## config.mk

```make
export PLATFORM = sky130hd
export DESIGN_NAME = sram_port_arbiter
export DESIGN_NICKNAME = d
export VERILOG_FILES = /design/src/rtl/sram_port_arbiter_pkg.sv /design/src/rtl/sram_port_arbiter_rr_pick.sv /design/src/rtl/sram_port_arbiter.sv
export SDC_FILE = /design/constraint.sdc
export NUM_CORES = 1
export LEC_CHECK = 0
export CAP_MARGIN = 20
export CORE_MARGIN = 8
export CORE_UTILIZATION = 43
export CTS_BUF_LIST = sky130_fd_sc_hd__clkbuf_8 sky130_fd_sc_hd__clkbuf_16
export DETAILED_ROUTE_END_ITERATION = 10
export GPL_TIMING_DRIVEN = 0
export HOLD_SLACK_MARGIN = 0.08
export PLACE_DENSITY = 0.91
export SYNTH_ARGS = -nofsm -noshare
export SYNTH_HDL_FRONTEND = slang
export SYNTH_SLANG_ARGS = --single-unit
```

## constraint.sdc

```tcl
create_clock -name clk -period 4.2 [get_ports clk]
set_clock_uncertainty 0.05 [all_clocks]
set_input_delay 1.26 -clock clk [delete_from_list [all_inputs] [get_ports clk]]
set_output_delay 1.26 -clock clk [all_outputs]
set_load 0.02 [all_outputs]
```

## src/rtl/sram_port_arbiter_pkg.sv

```systemverilog
// sram_port_arbiter_pkg: shared types and widths for the SRAM port arbiter
package sram_port_arbiter_pkg;
  typedef enum logic [1:0] {ARB_IDLE, ARB_BUSY, ARB_RESP} arb_state_t;
  typedef enum logic {MEM_RD, MEM_WR} mem_op_t;
  localparam int SRAM_ADDR_W = 14;
endpackage

```

## src/rtl/sram_port_arbiter_rr_pick.sv

```systemverilog
// sram_rr_pick: combinational two-way round-robin pick, ptr breaks ties
module sram_rr_pick (
  input  logic [1:0] req,
  input  logic       ptr,
  output logic       gnt_valid,
  output logic       gnt_id
);
  assign gnt_valid = |req;
  assign gnt_id    = &req ? ptr : req[1];
endmodule

```

## src/rtl/sram_port_arbiter.sv

```systemverilog
// sram_port_arbiter: round-robin sharing of one SRAM port between two requesters, one transaction at a time
module sram_port_arbiter
  import sram_port_arbiter_pkg::*;
#(
  parameter int ADDR_W      = SRAM_ADDR_W,
  parameter int WDATA_W     = 16,
  parameter int RDATA_W     = 8,
  parameter int TIMEOUT_CYC = 64
) (
  input  logic                   clk,
  input  logic                   reset_n,
  input  logic [1:0]             rd_req,
  input  logic [1:0]             wr_req,
  input  logic [1:0][ADDR_W-1:0] addr_in,
  input  logic [1:0][WDATA_W-1:0] wdata_in,
  output logic [1:0]             done,
  output logic [1:0]             err,
  output logic [RDATA_W-1:0]     rdata_out,
  output logic                   grant_id,
  output logic                   busy,
  output logic                   sram_re,
  output logic                   sram_we,
  output logic [ADDR_W-1:0]      sram_addr,
  output logic [WDATA_W-1:0]     sram_wdata,
  input  logic [RDATA_W-1:0]     sram_rdata,
  input  logic                   mem_resp
);
  localparam int CNT_W = $clog2(TIMEOUT_CYC);
  arb_state_t          state_q, state_d;
  mem_op_t             op_q, op_d;
  logic                ptr_q, ptr_d, gid_q, gid_d;
  logic                re_q, re_d, we_q, we_d, busy_q, busy_d;
  logic [1:0]          done_q, done_d, err_q, err_d;
  logic [CNT_W-1:0]    cnt_q, cnt_d;
  logic [ADDR_W-1:0]   addr_q, addr_d;
  logic [WDATA_W-1:0]  wdata_q, wdata_d;
  logic [RDATA_W-1:0]  rdata_q, rdata_d;
  logic [1:0]          req;
  logic                pick_valid, pick_id;
  assign req = rd_req | wr_req;
  sram_rr_pick u_pick (
    .req       (req),
    .ptr       (ptr_q),
    .gnt_valid (pick_valid),
    .gnt_id    (pick_id)
  );
  always_comb begin
    state_d = state_q;
    op_d    = op_q;
    ptr_d   = ptr_q;
    gid_d   = gid_q;
    addr_d  = addr_q;
    wdata_d = wdata_q;
    cnt_d   = cnt_q;
    done_d  = '0;
    err_d   = '0;
    rdata_d = '0;
    re_d    = 1'b0;
    we_d    = 1'b0;
    case (state_q)
      ARB_IDLE: if (pick_valid) begin
        state_d = ARB_BUSY;
        gid_d   = pick_id;
        op_d    = wr_req[pick_id] ? MEM_WR : MEM_RD;
        addr_d  = addr_in[pick_id];
        wdata_d = wdata_in[pick_id];
        cnt_d   = '0;
        re_d    = op_d == MEM_RD;
        we_d    = op_d == MEM_WR;
      end
      ARB_BUSY: if (mem_resp || cnt_q == CNT_W'(TIMEOUT_CYC - 1)) begin
        state_d = ARB_RESP;
        done_d  = gid_q ? 2'b10 : 2'b01;
        err_d   = mem_resp ? 2'b00 : done_d;
        rdata_d = (mem_resp && op_q == MEM_RD) ? sram_rdata : '0;
      end else begin
        cnt_d = cnt_q + 1'b1;
        re_d  = op_q == MEM_RD;
        we_d  = op_q == MEM_WR;
      end
      ARB_RESP: begin
        state_d = ARB_IDLE;
        ptr_d   = ~gid_q;
      end
      default: state_d = ARB_IDLE;
    endcase
    busy_d = state_d != ARB_IDLE;
  end
  always_ff @(posedge clk or negedge reset_n) begin
    if (!reset_n) begin
      state_q <= ARB_IDLE;
      op_q    <= MEM_RD;
      ptr_q   <= 1'b0;
      gid_q   <= 1'b0;
      addr_q  <= '0;
      wdata_q <= '0;
      cnt_q   <= '0;
      done_q  <= '0;
      err_q   <= '0;
      rdata_q <= '0;
      re_q    <= 1'b0;
      we_q    <= 1'b0;
      busy_q  <= 1'b0;
    end else begin
      state_q <= state_d;
      op_q    <= op_d;
      ptr_q   <= ptr_d;
      gid_q   <= gid_d;
      addr_q  <= addr_d;
      wdata_q <= wdata_d;
      cnt_q   <= cnt_d;
      done_q  <= done_d;
      err_q   <= err_d;
      rdata_q <= rdata_d;
      re_q    <= re_d;
      we_q    <= we_d;
      busy_q  <= busy_d;
    end
  end
  assign done       = done_q;
  assign err        = err_q;
  assign rdata_out  = rdata_q;
  assign grant_id   = gid_q;
  assign busy       = busy_q;
  assign sram_re    = re_q;
  assign sram_we    = we_q;
  assign sram_addr  = addr_q;
  assign sram_wdata = wdata_q;
endmodule

```

# Word-level counts from Yosys, hierarchy flattened
# Cells that the tools add are included.
# classes
add_sub_neg	1
order_cmp	1
n_mux	29
bitwise_logic	4
reduce_logical	9
n_eq_ne	5
# op_table
operator	count
two-way mux 16 bit	2
two-way mux 14 bit	2
two-way mux 8 bit	3
two-way mux 2 bit	8
two-way mux 6 bit	2
one-hot mux 6 bit (2 select lines)	1
two-way mux 1 bit	8
adder 6 x 1 -> 6 bit, second input constant	1
== test 6 bit, second input constant	1
!= test 2 bit, second input constant	2
one-hot mux 1 bit (2 select lines)	2
one-hot mux 2 bit (2 select lines)	1
AND reduction 2 bit	2
nonzero test 2 bit	2
NOT 1 bit	3
AND reduction 3 bit	1
== test 2 x 1 -> 1 bit, second input constant	1
== test 2 bit, second input constant	1
logical NOT 2 bit	1
< comparator 1 x 2 -> 1 bit, second input constant	1
bitwise OR 2 bit	1
OR reduction 2 bit	1
logical AND 1 bit	1
logical OR 1 bit	1
# totals
register_bits	56
in_bits	75

# Logic depth before layout (Yosys ltp)
# depth
depth_word	9
mapped_depth	6

# Modules after synthesis
# From an unflattened synthesis, not the netlist that was laid out.
# hier_totals
hier_cells	223
hier_area_um2	2418.6
# modules_own_cells
mod	instances	seq_area_each_um2	area_per_inst_um2	cells_per_inst
sram_port_arbiter	1	1401.3	2401.1	220
sram_rr_pick	1	0.0	17.5	3

# Worst setup path after synthesis
# OpenSTA, ideal clock, no wires.
# synth_timing
path_kind	input port to flip-flop
startpoint	input port rd_req[1]
endpoint	register cnt_q[4]
n_path_buf	1
setup_ps	69
t_arrival_ps	2210
setup_slack_ps	1871
cell_stages	5
path_cell_list	nor2_1 -> a211o_1 -> buf_6 -> a2111o_1 -> nand3_1
# synth_between
elab_chain_cells	4
# synth_rtl
item	line	text
start, declared	sram_port_arbiter.sv:12	input logic [1:0] rd_req,
bitwise OR 2 bit	sram_port_arbiter.sv:40	assign req = rd_req | wr_req;
OR reduction 2 bit	sram_port_arbiter_rr_pick.sv:8	assign gnt_valid = |req;
!= test 2 bit (no line)	-	
AND reduction 3 bit (no line)	-	
end signal, assigned	sram_port_arbiter.sv:111	cnt_q <= cnt_d;
end, declared	sram_port_arbiter.sv:34	logic [CNT_W-1:0] cnt_q, cnt_d;
# No other way between the ends.
# A chain may end at the register's enable or synchronous reset.

# Worst setup path in the final report
# layout_timing
startpoint	input port rd_req[1]
endpoint	register cnt_q[5]
# Same word-level chain as after synthesis.

==> summary.txt <==
Placement
  – Placed instance area: 3730 sq um
  – IO buf count: 120
  – Placer Congestion: 0.808
  – DPL Wire Length: 5780 microns

Floorplan
  – IO Count: 121
  – Floorplan row count: 27
  – DIE AREA: 8300 sq um
  – Core Box Area: 5470 sq um
  – Starting Density: 0.444
  – Die Y: 91.1 microns
  – Die Width: 91.1 microns

Yosys
  – Post-synth EDFFs: 0
  – Ys async rst share: 1.00
  – Most common cell in the netlist: dfrtp_1
  – Yosys cell types: 29
  – Post-synth top flop: dfrtp_1
  – Mapped cell area: 2430 sq um
  – Syn Nets: 302
  – Area leader, netlist: dfrtp_1
  – Syn Area/Cell: 10.7 sq um
  – Synth top area cells: dfrtp_1, mux2i_1, o21ai_0, nand2_1, nand3_1
  – Yosys warnings: 0
  – Mapped Cells: 226
  – Yosys reg bits: 56
  – Sequential-to-total area share from yosys stat: 0.577
  – Most frequent cells after synthesis: dfrtp_1, nand2_1, o21ai_0
  – Yosys top cell area share: 0.577

Drt
  – Drt initial violations: 68
  – Vias/cell: 5.15
  – Drc violations: 0
  – Drt wl/cell: 16.8 microns
  – Vias: 2,199
  – Final WL: 7160 microns
  – Routed Antenna Nets: 0
  – Drt pass-1 iters: 4

Final layout
  – Fin nets: 430
  – Layout cells sized above 1: 0.0479
  – Finished Cell Area: 3840 sq um
  – Antenna cells: 0
  – Area Overhead vs Synth: 58.4%
  – Fillers: 404

Clocking
  – Clock Path Buffers: 2
  – Setup bufs post-CTS: 0
  – CTS tree: done
  – Inserted Clock Buffers: 5
  – Cts hold-fix bufs: 0
  – # resized after CTS: 0
  – Clock H-tree levels: 2
  – Root Buffer: clkbuf_8
  – Total clock sinks: 56
  – CTS clk-pin slew, worst paths: 100 ps
  – Worst skew pair latency: 310 ps

Worst setup path
  – WS Path Type: input port to flip-flop
  – Worst Path Arrival: 2990 ps
  – Type of origin of the critical path: input port
  – Critical Path Fanout Max: 10
  – Worst endpoint required time: 4380 ps
  – Kind of end point of the critical path: flip-flop

Timing
  – Unrepaired setup endpoints after global routing: false
  – Final Hold Vio Count: 0
  – Final Critical Period: 2810 ps
  – Worst Tran Pin Value: 676 ps
  – Final Cycle Share: 0.669
  – Final setup violation count: 0
  – Relative slew slack: 0.548
  – Setup TNS: 0 ps
  – Final slew viol count: 0
  – F_max: 356 MHz

Global route
  – Antenna violations before repair: 0
  – Number of global-route vias before repair: 2,370
  – Met1 Track Usage GR: 0.192
  – Global-route wire length before repair: 11,800 microns
  – Grt total ovfl: 0
  – GR Util met2: 0.317
  – Largest net degree at the start of global routing: 37
  – GRT met3 Usage: 0.0560
  – All-Layer GR Usage: 0.174
  – Busiest grt layer: met2

Worst hold path
  – Worst Hold Class: flip-flop to flip-flop

Power
  – Leak pwr: 1.74 nW
  – VDD IR-drop max: 398 uV
  – Pwr Total: 0.00248 W
  – Power density over the cells: 646 nW/um^2

Status
  – Status: finished, final reports clean

Run
  – Max_cap viols: 0
[where the power goes]
group	internal (W)	leakage, nW	switching (W)	total, W
clock network	0.000177	0.0541	0.000174	0.000350
registers	0.000757	0.712	0.000136	0.000893
logic	0.000566	0.977	0.000676	0.00124
[kinds of logic after synthesis]
family | Yosys count | share of synthesized area
multiplexers | 30 | 0.124
adder cells (fa/ha/maj) | 1 | 0.00515
buffers and inverters | 18 | 0.0330
AND/OR/NAND/NOR | 71 | 0.137
flip-flops | 56 | 0.577
AO/OA/AOI/OAI | 50 | 0.124
[worst paths after layout]
check	start	to	slack (ps)	cells past startpoint
hold reg to reg	sram_wdata[8]	sram_wdata[8]	440	2
min in group asynchronous	reset_n	rdata_out[0]	860	1
setup / recovery	rd_req[1]	cnt_q[5]	1390	7
hold / removal	sram_wdata[8]	sram_wdata[8]	440	2
max in group asynchronous	reset_n	sram_wdata[11]	2690	2
setup reg to reg	cnt_q[0]	cnt_q[2]	2390	5
[metal layers]
metal	up-vias	wire [microns]
li1	1042	-
met1	1065	2930
met2	85	3670
met3	7	489
met4	0	63
met5	-	0
[through the flow]
stage	instances	hold slack, ps	utilization	worst slack [ps]
floorplan	226	422	-	1870
global placement	418	412	0.679	166
detailed placement	419	419	0.682	1090
CTS	427	441	0.703	1420
global route	427	472	0.703	1290
finish	427	437	0.703	1390
[layout by cell type (no fill, tap or decap), types with 2 or more instances in the layout]
master / instances
o22ai_1: 2
clkbuf_1: 8
nor2_1: 4
clkdlybuf4s50_1: 119
and2_1: 8
inv_1: 5
nand2_1: 36
nand2b_1: 4
buf_2: 5
and3_1: 3
nor3b_1: 2
a21o_1: 2
dfrtp_1: 56
clkbuf_8: 5
a31oi_1: 2
nand3_1: 11
mux2i_1: 30
o21ai_0: 34
a2111o_1: 3
[sequential cells by signal, summed over array words and instances (netlist names)]
| signal | count |
|---|---|
| busy | 1 |
| cnt_q | 6 |
| done | 2 |
| err | 2 |
| grant_id | 1 |
| op_q | 1 |
| ptr_q | 1 |
| rdata_out | 8 |
| sram_addr | 14 |
| sram_re | 1 |
| sram_wdata | 16 |
| sram_we | 1 |
| state_q | 2 |
[layout make-up]
type / instances / area [sq um] / share of cell area
sequential: 56 / 1400 / 0.364
multi-input combinational: 152 / 946 / 0.246
clock inverter: 3 / 42.5 / 0.0111
clock buffer: 5 / 68.8 / 0.0179
timing repair buffer: 121 / 1220 / 0.316
inverter: 5 / 18.8 / 0.00488
tap: 72 / 90.1 / 0.0234
buffer: 13 / 61.3 / 0.0159
[worst max-delay path, cell delays in order]
cell             delay [ps]
clkdlybuf4s50_1         490
nor2_1                  160
a211o_1                 210
buf_6                   160
clkbuf_1                380
nand2_1                 150
o211ai_1                180
Power figures use the tool's default switching activity.
